**src/rtl/riscv_pkg.sv**
```systemverilog
// Shared RV32 definitions: XLEN, M-extension funct3 encodings and muldiv FSM types.
package riscv_pkg;

    localparam int unsigned XLEN = 32;

    localparam logic [2:0] FUNCT3_MUL    = 3'b000;
    localparam logic [2:0] FUNCT3_MULH   = 3'b001;
    localparam logic [2:0] FUNCT3_MULHSU = 3'b010;
    localparam logic [2:0] FUNCT3_MULHU  = 3'b011;
    localparam logic [2:0] FUNCT3_DIV    = 3'b100;
    localparam logic [2:0] FUNCT3_DIVU   = 3'b101;
    localparam logic [2:0] FUNCT3_REM    = 3'b110;
    localparam logic [2:0] FUNCT3_REMU   = 3'b111;

    typedef enum logic [1:0] {
        IDLE = 2'd0,
        CALC = 2'd1,
        DONE = 2'd2
    } muldiv_state_t;

    localparam int unsigned MULDIV_CNT_W = $clog2(XLEN);

endpackage

```
**src/rtl/muldiv_datapath.sv**
```systemverilog
// Radix-2 shift/accumulate registers shared by the iterative multiply and restoring divide.
module muldiv_datapath #(
    parameter int unsigned XLEN = 32
) (
    input  logic            clk_i,
    input  logic            rst_ni,
    input  logic            load_i,
    input  logic            step_i,
    input  logic            div_i,
    input  logic [XLEN-1:0] a_i,
    input  logic [XLEN-1:0] lo_i,
    output logic [XLEN-1:0] hi_nxt_o,
    output logic [XLEN-1:0] lo_nxt_o
);

    logic [XLEN-1:0] a_q;
    logic [XLEN-1:0] hi_q;
    logic [XLEN-1:0] lo_q;
    logic [XLEN:0]   sum;
    logic [XLEN:0]   shifted;
    logic [XLEN:0]   diff;

    // Multiply: {hi,lo} holds partial product over the shifting multiplier.
    // Divide: hi is the partial remainder, lo shifts dividend out and quotient in.
    always_comb begin
        sum     = {1'b0, hi_q} + (lo_q[0] ? {1'b0, a_q} : '0);
        shifted = {hi_q, lo_q[XLEN-1]};
        diff    = shifted - {1'b0, a_q};
        if (div_i) begin
            if (!diff[XLEN]) begin
                hi_nxt_o = diff[XLEN-1:0];
                lo_nxt_o = {lo_q[XLEN-2:0], 1'b1};
            end else begin
                hi_nxt_o = shifted[XLEN-1:0];
                lo_nxt_o = {lo_q[XLEN-2:0], 1'b0};
            end
        end else begin
            hi_nxt_o = sum[XLEN:1];
            lo_nxt_o = {sum[0], lo_q[XLEN-1:1]};
        end
    end

    always_ff @(posedge clk_i or negedge rst_ni) begin
        if (!rst_ni) begin
            a_q  <= '0;
            hi_q <= '0;
            lo_q <= '0;
        end else if (load_i) begin
            a_q  <= a_i;
            hi_q <= '0;
            lo_q <= lo_i;
        end else if (step_i) begin
            hi_q <= hi_nxt_o;
            lo_q <= lo_nxt_o;
        end
    end

endmodule

```
**src/rtl/muldiv_unit.sv**
```systemverilog
// Iterative RV32M multiply/divide unit with valid/ready handshake and flush.
// Optional: define MULDIV_FAST_MUL_EN for single-cycle combinational multiplies.
module muldiv_unit
    import riscv_pkg::*;
#(
    parameter int unsigned XLEN = riscv_pkg::XLEN
) (
    input  logic            clk_i,
    input  logic            rst_ni,
    input  logic            req_valid_i,
    output logic            req_ready_o,
    input  logic [2:0]      funct3_i,
    input  logic [XLEN-1:0] rs1_i,
    input  logic [XLEN-1:0] rs2_i,
    input  logic [4:0]      rd_i,
    input  logic            flush_i,
    output logic            resp_valid_o,
    input  logic            resp_ready_i,
    output logic [XLEN-1:0] result_o,
    output logic [4:0]      rd_o,
    output logic            busy_o
);

    localparam int unsigned CNT_W = $clog2(XLEN);

    muldiv_state_t   state_q;
    logic [2:0]      op_q;
    logic            sa_q;
    logic            sb_q;
    logic [4:0]      rd_q;
    logic [CNT_W-1:0] cnt_q;

    logic            accept;
    logic            in_div;
    logic            s1_in;
    logic            s2_in;
    logic            sign_a;
    logic            sign_b;
    logic [XLEN-1:0] mag_a;
    logic [XLEN-1:0] mag_b;
    logic            div_zero;
    logic            div_ovf;
    logic            special;
    logic [XLEN-1:0] special_res;
    logic            fast_mul;
    logic [XLEN-1:0] fast_res;
    logic            dp_load;
    logic            dp_step;
    logic            dp_div;
    logic [XLEN-1:0] hi_nxt;
    logic [XLEN-1:0] lo_nxt;
    logic [2*XLEN-1:0] prod;
    logic [XLEN-1:0] quot;
    logic [XLEN-1:0] rem;
    logic [XLEN-1:0] calc_res;

    assign req_ready_o = (state_q == IDLE) && !flush_i;
    assign busy_o      = (state_q != IDLE);
    assign accept      = req_valid_i && req_ready_o;
    assign in_div      = funct3_i[2];

    always_comb begin
        s1_in = 1'b0;
        s2_in = 1'b0;
        case (funct3_i)
            FUNCT3_MULH, FUNCT3_DIV, FUNCT3_REM: begin
                s1_in = 1'b1;
                s2_in = 1'b1;
            end
            FUNCT3_MULHSU: s1_in = 1'b1;
            default: ;
        endcase
    end

    assign sign_a = s1_in && rs1_i[XLEN-1];
    assign sign_b = s2_in && rs2_i[XLEN-1];
    assign mag_a  = sign_a ? -rs1_i : rs1_i;
    assign mag_b  = sign_b ? -rs2_i : rs2_i;

    // Divide-by-zero and signed overflow bypass the datapath entirely.
    always_comb begin
        div_zero = in_div && (rs2_i == '0);
        div_ovf  = ((funct3_i == FUNCT3_DIV) || (funct3_i == FUNCT3_REM)) &&
                   (rs1_i == {1'b1, {(XLEN-1){1'b0}}}) && (rs2_i == '1);
        special  = div_zero || div_ovf;
        if (div_zero)
            special_res = funct3_i[1] ? rs1_i : '1;
        else
            special_res = funct3_i[1] ? '0 : {1'b1, {(XLEN-1){1'b0}}};
    end

`ifdef MULDIV_FAST_MUL_EN
    logic signed [XLEN:0]     fa;
    logic signed [XLEN:0]     fb;
    logic signed [2*XLEN+1:0] fp;

    assign fa       = {s1_in && rs1_i[XLEN-1], rs1_i};
    assign fb       = {s2_in && rs2_i[XLEN-1], rs2_i};
    assign fp       = fa * fb;
    assign fast_mul = !in_div;
    assign fast_res = (funct3_i == FUNCT3_MUL) ? fp[XLEN-1:0] : fp[2*XLEN-1:XLEN];
`else
    assign fast_mul = 1'b0;
    assign fast_res = '0;
`endif

    assign dp_load = accept && !special && !fast_mul;
    assign dp_step = (state_q == CALC);
    assign dp_div  = op_q[2];

    muldiv_datapath #(
        .XLEN (XLEN)
    ) u_datapath (
        .clk_i    (clk_i),
        .rst_ni   (rst_ni),
        .load_i   (dp_load),
        .step_i   (dp_step),
        .div_i    (dp_div),
        .a_i      (in_div ? mag_b : mag_a),
        .lo_i     (in_div ? mag_a : mag_b),
        .hi_nxt_o (hi_nxt),
        .lo_nxt_o (lo_nxt)
    );

    // Sign fix-up uses the final step's combinational value so the result registers on the last CALC edge.
    always_comb begin
        prod = {hi_nxt, lo_nxt};
        if (sa_q ^ sb_q)
            prod = -prod;
        quot = (sa_q ^ sb_q) ? -lo_nxt : lo_nxt;
        rem  = sa_q ? -hi_nxt : hi_nxt;
        case (op_q)
            FUNCT3_MUL:                                calc_res = prod[XLEN-1:0];
            FUNCT3_MULH, FUNCT3_MULHSU, FUNCT3_MULHU:  calc_res = prod[2*XLEN-1:XLEN];
            FUNCT3_DIV, FUNCT3_DIVU:                   calc_res = quot;
            default:                                   calc_res = rem;
        endcase
    end

    always_ff @(posedge clk_i or negedge rst_ni) begin
        if (!rst_ni) begin
            state_q      <= IDLE;
            op_q         <= '0;
            sa_q         <= 1'b0;
            sb_q         <= 1'b0;
            rd_q         <= '0;
            cnt_q        <= '0;
            resp_valid_o <= 1'b0;
            result_o     <= '0;
            rd_o         <= '0;
        end else if (flush_i) begin
            state_q      <= IDLE;
            resp_valid_o <= 1'b0;
        end else begin
            case (state_q)
                IDLE: begin
                    if (accept) begin
                        op_q <= funct3_i;
                        sa_q <= sign_a;
                        sb_q <= sign_b;
                        rd_q <= rd_i;
                        if (special || fast_mul) begin
                            result_o     <= special ? special_res : fast_res;
                            rd_o         <= rd_i;
                            resp_valid_o <= 1'b1;
                            state_q      <= DONE;
                        end else begin
                            cnt_q   <= CNT_W'(XLEN - 1);
                            state_q <= CALC;
                        end
                    end
                end
                CALC: begin
                    if (cnt_q == '0) begin
                        result_o     <= calc_res;
                        rd_o         <= rd_q;
                        resp_valid_o <= 1'b1;
                        state_q      <= DONE;
                    end else begin
                        cnt_q <= cnt_q - 1'b1;
                    end
                end
                DONE: begin
                    if (resp_ready_i) begin
                        resp_valid_o <= 1'b0;
                        state_q      <= IDLE;
                    end
                end
                default: state_q <= IDLE;
            endcase
        end
    end

endmodule

```
**config.mk**
```make
export PLATFORM = sky130hd
export DESIGN_NAME = muldiv_unit
export DESIGN_NICKNAME = d
export VERILOG_FILES = /design/src/rtl/riscv_pkg.sv /design/src/rtl/muldiv_datapath.sv /design/src/rtl/muldiv_unit.sv
export SDC_FILE = /design/constraint.sdc
export NUM_CORES = 1
export LEC_CHECK = 0
export BUFFER_PORTS_ARGS = -buffer_cell sky130_fd_sc_hd__buf_2
export CORE_ASPECT_RATIO = 1.5
export CORE_MARGIN = 4
export CORE_UTILIZATION = 57
export DETAILED_ROUTE_END_ITERATION = 6
export PLACE_DENSITY_LB_ADDON = 0.15
export SYNTH_ARGS = -nofsm -noshare
export SYNTH_HDL_FRONTEND = slang
export SYNTH_HIERARCHICAL = 1
export SYNTH_SLANG_ARGS = --single-unit
```
**constraint.sdc**
```tcl
create_clock -name clk_i -period 5.5 [get_ports clk_i]
set_input_delay 0.275 -clock clk_i [delete_from_list [all_inputs] [get_ports clk_i]]
set_output_delay 0.275 -clock clk_i [all_outputs]
set_load 0.005 [all_outputs]
```
* After elaboration in Yosys (flattened, before gate mapping)
Cells that the tools add are included.
** Operators by class
- Add/subtract/negate cells :: 8
- $mul :: 0
- Divide/modulo/power cells :: 0
- $lt $le $gt $ge :: 0
- Equal/unequal tests :: 22
- Shifts and indexed selects :: 0
- Multiplexer cells :: 46
- Bitwise logic cells :: 2
- Reduce and logical (&&, ||, !) cells :: 29
** Operator list (number)
- 32-bit 2-to-1 mux :: 20
- 32-bit negation :: 4
- 32-bit case mux with 3 select lines :: 1
- 32-bit equality test, second input constant :: 2
- 64-bit 2-to-1 mux :: 1
- 64-bit negation :: 1
- 32-bit case mux with 2 select lines :: 1
- 32-bit by 33-bit adder with 33-bit output :: 1
- 33-bit by 32-bit subtractor with 33-bit output :: 1
- 32-bit zero test :: 1
- 5-bit 2-to-1 mux :: 6
- 5-bit case mux with 2 select lines :: 2
- 5-bit AND reduction :: 3
- 3-bit equality test, second input constant :: 4
- 2-bit 2-to-1 mux :: 5
- 3-bit by 2-bit equality test with 1-bit output, second input constant :: 3
- 3-bit inequality test, second input constant :: 3
- 1-bit logical AND :: 8
- 1-bit 2-to-1 mux :: 8
- 2-bit inequality test, second input constant :: 4
- 3-bit by 1-bit equality test with 1-bit output, second input constant :: 2
- 2-bit case mux with 3 select lines :: 1
- 3-bit AND reduction :: 2
- 2-bit nonzero test :: 3
- 17 further kinds :: 20
** Word-level totals
- Register bits :: 151
- Bits in latches :: 0
- Memory bits (writable) :: 0
- ROM bits :: 0
- Logic and storage cells :: 119
- Memories :: 0

* Depth between registers and ports, before layout
- Depth after elaboration :: 9
- Depth in mapped cells :: 24
- Gate-level depth less buffers :: 21

* By module
Netlist, hierarchy kept.
** Modules (own cells, without submodules)
- muldiv_datapath :: times used 1, cells each 1036, area an instance 8612.0 um^2, sequential area each 2402.3 um^2
- muldiv_unit :: times used 1, cells each 1068, area an instance 7801.2 um^2, sequential area each 1376.3 um^2

* Least setup slack after synthesis
OpenSTA, ideal clock, no wires.
- Path kind :: register -> register
- Start point :: register u_datapath.lo_q[31]
- End point :: register result_o[12]
- Library setup time :: 0.130 ns
- Data arrival time :: 5.190 ns
- Path slack :: 0.181 ns
- Stages on the path, launching flop included :: 24
- Buffers on the path :: 3
- Period minus slack after synthesis :: 5.319 ns
- Cell sequence :: dfrtp_1 inv_1 ha_1 inv_1 fa_1 a211oi_2 o21ai_2 o2111ai_4 a211oi_4 o2111a_1 a211oi_4 buf_6 buf_6 nand2_1 o211ai_1 nand2_1 clkbuf_1 or4_1 nor4_1 or4b_1 nor3_1 nor3_1 nor4b_1 o31ai_2
** On the way
- Cells in the longest elaborated chain, start to end :: 8
- Elaborated cells on any way between the ends :: 14
- Those cells by class :: 4 x add/sub; 10 x mux
** Ends and longest elaborated chain
- start, declared :: RTL line muldiv_datapath.sv:18 : logic [XLEN-1:0] lo_q;
- start signal, assigned :: RTL line muldiv_datapath.sv:51 : lo_q <= lo_i;
- start signal, assigned :: RTL line muldiv_datapath.sv:54 : lo_q <= lo_nxt_o;
- 33-bit by 32-bit subtractor with 33-bit output * :: RTL line muldiv_datapath.sv:28 : diff = shifted - {1'b0, a_q};
- 32-bit 2-to-1 mux * :: RTL line muldiv_datapath.sv:30 : if (!diff[XLEN]) begin
- 32-bit 2-to-1 mux * :: RTL line muldiv_datapath.sv:29 : if (div_i) begin
- via hi_nxt[4] :: RTL line muldiv_unit.sv:50 : logic [XLEN-1:0] hi_nxt;
- 64-bit negation / 32-bit negation (equally long branches) :: RTL line muldiv_unit.sv:129, muldiv_unit.sv:131
- 64-bit 2-to-1 mux / 32-bit 2-to-1 mux (equally long branches) :: RTL line muldiv_unit.sv:128, muldiv_unit.sv:131
- 32-bit case mux with 3 select lines * :: RTL line muldiv_unit.sv:132 : case (op_q)
- 32-bit 2-to-1 mux * :: RTL line muldiv_unit.sv:174 : if (cnt_q == '0) begin
- 32-bit case mux with 2 select lines * :: RTL line muldiv_unit.sv:155 : case (state_q)
- end signal, assigned :: RTL line muldiv_unit.sv:163 : result_o <= special ? special_res : fast_res;
- end signal, assigned :: RTL line muldiv_unit.sv:175 : result_o <= calc_res;
- end, declared :: RTL line muldiv_unit.sv:19 : output logic [XLEN-1:0] result_o,
Mark *: on every way through the listed nets, which the timed path passes. The rest lies on a longest branch. The select of a mux whose other input is x is not followed.
A chain may end at the register's enable or synchronous reset.

* Final worst setup path
- Start point :: register u_datapath.hi_q[28]
- End point :: register result_o[17]
** On the way
- Cells in the longest elaborated chain, start to end :: 8
- Elaborated cells on any way between the ends :: 14
- Those cells by class :: 4 x add/sub; 10 x mux
** Ends and longest elaborated chain
- start, declared :: RTL line muldiv_datapath.sv:17 : logic [XLEN-1:0] hi_q;
- start signal, assigned :: RTL line muldiv_datapath.sv:53 : hi_q <= hi_nxt_o;
- 33-bit by 32-bit subtractor with 33-bit output * :: RTL line muldiv_datapath.sv:28
- 32-bit 2-to-1 mux * :: RTL line muldiv_datapath.sv:30
- 32-bit 2-to-1 mux * :: RTL line muldiv_datapath.sv:29
- via hi_nxt[6] :: RTL line muldiv_unit.sv:50
- 64-bit negation / 32-bit negation (equally long branches) :: RTL line muldiv_unit.sv:129, muldiv_unit.sv:131
- 64-bit 2-to-1 mux / 32-bit 2-to-1 mux (equally long branches) :: RTL line muldiv_unit.sv:128, muldiv_unit.sv:131
- 32-bit case mux with 3 select lines * :: RTL line muldiv_unit.sv:132
- 32-bit 2-to-1 mux * :: RTL line muldiv_unit.sv:174
- 32-bit case mux with 2 select lines * :: RTL line muldiv_unit.sv:155
Marks and branches as above.

==> flow_summary.ini <==
[timing]
tightest_slew_ns = 1.23
setup_violations = 0
fmax_ghz = 0.186
relSlewSlack = 0.179
setup_tns_ns = 0
hold_violations = 0
period_share = 0.975
fin_worst_skew_ns = 0.0123
setup_ws_ns = 0.137
slew_viol_final = 0
min_period_ns = 5.36

[detailed_routing]
vias = 18400
finalWirelength_um = 70400
drtIter0Drc = 1793
ant_nets = 0
wl_per_cell_um = 26.6
drc_errors = 0
vias_per_cell = 6.95
drt_first_pass_iters = 6

[place]
io_buffers = 116
hpwl_um = 55000
gp_congestion = 1.07
dp.cells = 2602
dpl_cell_area_um2 = 18200
pre_cts_slack_ns = -0.0606

[pwr]
leakage_uw = 0.00828
cellPowerDensity_nw_per_um2 = 653
peakVddDrop_uv = 314

[synthesis]
synth.cell_area_um2 = 16400
synth-main-ff-cell = dfrtp_1
yosysTopAreaCellShare = 0.230
yosys.area_share.simple = 0.215
synth.distinct_cells = 91
muxShareOfSynthArea = 0.114
synth_enable_flop_cells = 0
yosys_register_bits = 151
synthAdderAreaFrac = 0.0566
synth_compound_area_frac = 0.248
yosysWarnings = 6
synth_top_area_cell = dfrtp_1
netlist_instances = 2104
syn_avg_cell_area_um2 = 7.80
synth-xor-area-share = 0.0864
ys_top_cells_by_count = 216 x nand2_1, 175 x nor2_1, 174 x o21ai_0
synthArstFlopShare = 1.00
synth_top_family_by_area = compound AO/OA/AOI/OAI gates
yosys-top-cells-area = dfrtp_1 23%, mux2i_1 8.2%, ha_1 5.4%
synth_fp_nets = 2254
synth-seq-area-share = 0.230
yosysMostFrequentCell = nand2_1

[setup_path]
arrival_ns = 5.74
crit_top_cell = buf_4
start_kind = register
crit_chain = ha_1 -> a21o_1 -> a211oi_1 -> a21oi_1 -> and3_1 -> a211oi_4 -> buf_4 -> buf_4 -> mux2i_1 -> mux2i_1 -> buf_4 -> nor4_2 -> buf_4 -> nand3_1 -> buf_4 -> o31ai_1 -> buf_4 -> nand2_1 -> a211oi_1 -> mux2i_1 -> a31oi_1
path_max_fanout = 9
crit_path_end_kind = register
crit_slowest_cell = a211oi_1
path_class = reg2reg
required_ns = 5.88
slowest_delay_ns = 0.50

[die]
initial_utilization = 0.583
coreArea_um2 = 28200
fp.dieH_um = 216
ios = 117
die_w_um = 147
row_count = 75
die_area_um2 = 31600

[clock_tree]
root_buffer = clkbuf_16
cts_tree = done
cts_sinks = 151
clk_latency_ns = 0.46
htreeDepth = 4
cts_buffer_depth = 2
path_clk_slew_ns = 0.07
numCtsBuffers = 17

[global_routing]
overflow = 0
grt_pass1_wl_um = 106000
grt_pass1_vias = 18100
grt_start_max_net_pins = 99
track_usage = 0.437
antenna_found_initial = 1

[layout]
synthToLayoutAreaGrowth_pct = 16.1
design_area_um2 = 19000
final_cells = 2647
final_util = 0.677
drive_gt1_frac = 0.197
nNetsFinal = 2437

[hold_path]
hp-class = in2reg

[flow_run]
cap_violations = 0

[status]
outcome = complete, no violations
## state kept, by name, summed over array words and instances (netlist names), 2 cells and up
signal           cells
u_datapath/hi_q     32
op_q                 3
rd_o                 5
cnt_q                5
result_o            32
u_datapath/lo_q     32
u_datapath/a_q      32
rd_q                 5
state_q              2
## layout make-up
cell class | instances | area [µm²]
Antenna cell | 1 | 2.50
Clock buffer | 18 | 429
Clock inverter | 14 | 151
Fill cell | 2351 | 9100
Inverter | 65 | 249
Multi-Input combinational cell | 1754 | 12000
Sequential cell | 151 | 3780
Tap cell | 346 | 433
Timing Repair Buffer | 298 | 1980
## metal layers
| metal | wire [µm] | global-route usage |
|---|---|---|
| met1 | 23600 | 0.467 |
| met2 | 33300 | 0.732 |
| met3 | 6120 | 0.0925 |
| met4 | 7300 | 0.368 |
| met5 | 0 | 0 |
## kinds of logic after synthesis
kind of cell	after synthesis
simple gates	722
compound gates	616
xor+xnor	162
buf+inv	199
flops	151
mux	181
fa+ha+maj	73
## critical path: cells and delay by family (launching register included)
family	cells	cell delay, ns
DFF	1	0.45
adders and majority gates	1	0.34
muxes	3	0.45
and+or+nand+nor	4	0.90
AOI/OAI and AO/OA	7	1.92
buffers and inverters	6	1.18
## through the flow
step / power [µW] / hold WS, ns
floorplan: 7220 / -0.0206
global placement: 10400 / 0.256
detailed placement: 10500 / 0.261
CTS: 11800 / 0.0266
global route: 13100 / 0.0501
finish: 12400 / 0.0402
## placed cells by master, fill, tap and decap left out, types with 17 or more instances in the layout
cell type,instances
xor2_1,69
nand4_1,38
o211ai_1,19
xnor2_1,91
o31ai_1,22
dfrtp_1,150
a211oi_1,19
buf_4,177
nor2_1,174
nand3_1,34
a21o_1,39
nand2_1,215
mux2i_1,133
nor4_1,23
clkbuf_16,17
a21oi_1,130
nand2b_1,22
nor3_1,58
a31oi_1,30
ha_1,71
inv_1,61
or3_1,27
buf_2,115
mux2_2,45
and2_1,37
o21ai_0,170
## worst paths after layout
check                                     from                   to  slack [ns]  cells after the start
min in group asynchronous               rst_ni  u_datapath/lo_q[10]        0.34                      2
setup / recovery           u_datapath/hi_q[28]         result_o[17]        0.14                     21
max in group asynchronous               rst_ni              op_q[2]        3.95                      3
setup reg to reg           u_datapath/hi_q[28]         result_o[17]        0.14                     21
hold reg to reg                    result_o[2]          result_o[2]        0.50                      2
hold / removal                         flush_i         resp_valid_o        0.04                      2
## power breakdown
part           switching, µW  internal, µW  leakage [µW]
clock network            574           644      0.000281
registers                382          1490       0.00188
logic                   5630          3710       0.00612
## repair_timing
action	4_1_cts	5_1_grt
buffers inserted	1	9
hold buffers	1	0
gates resized for setup	3	45
setup endpoints to repair	4	29
gates cloned	0	1
endpoints found under the hold margin	48	0
pin swaps	1	17
No activity file was read; power rests on OpenSTA's default activity.
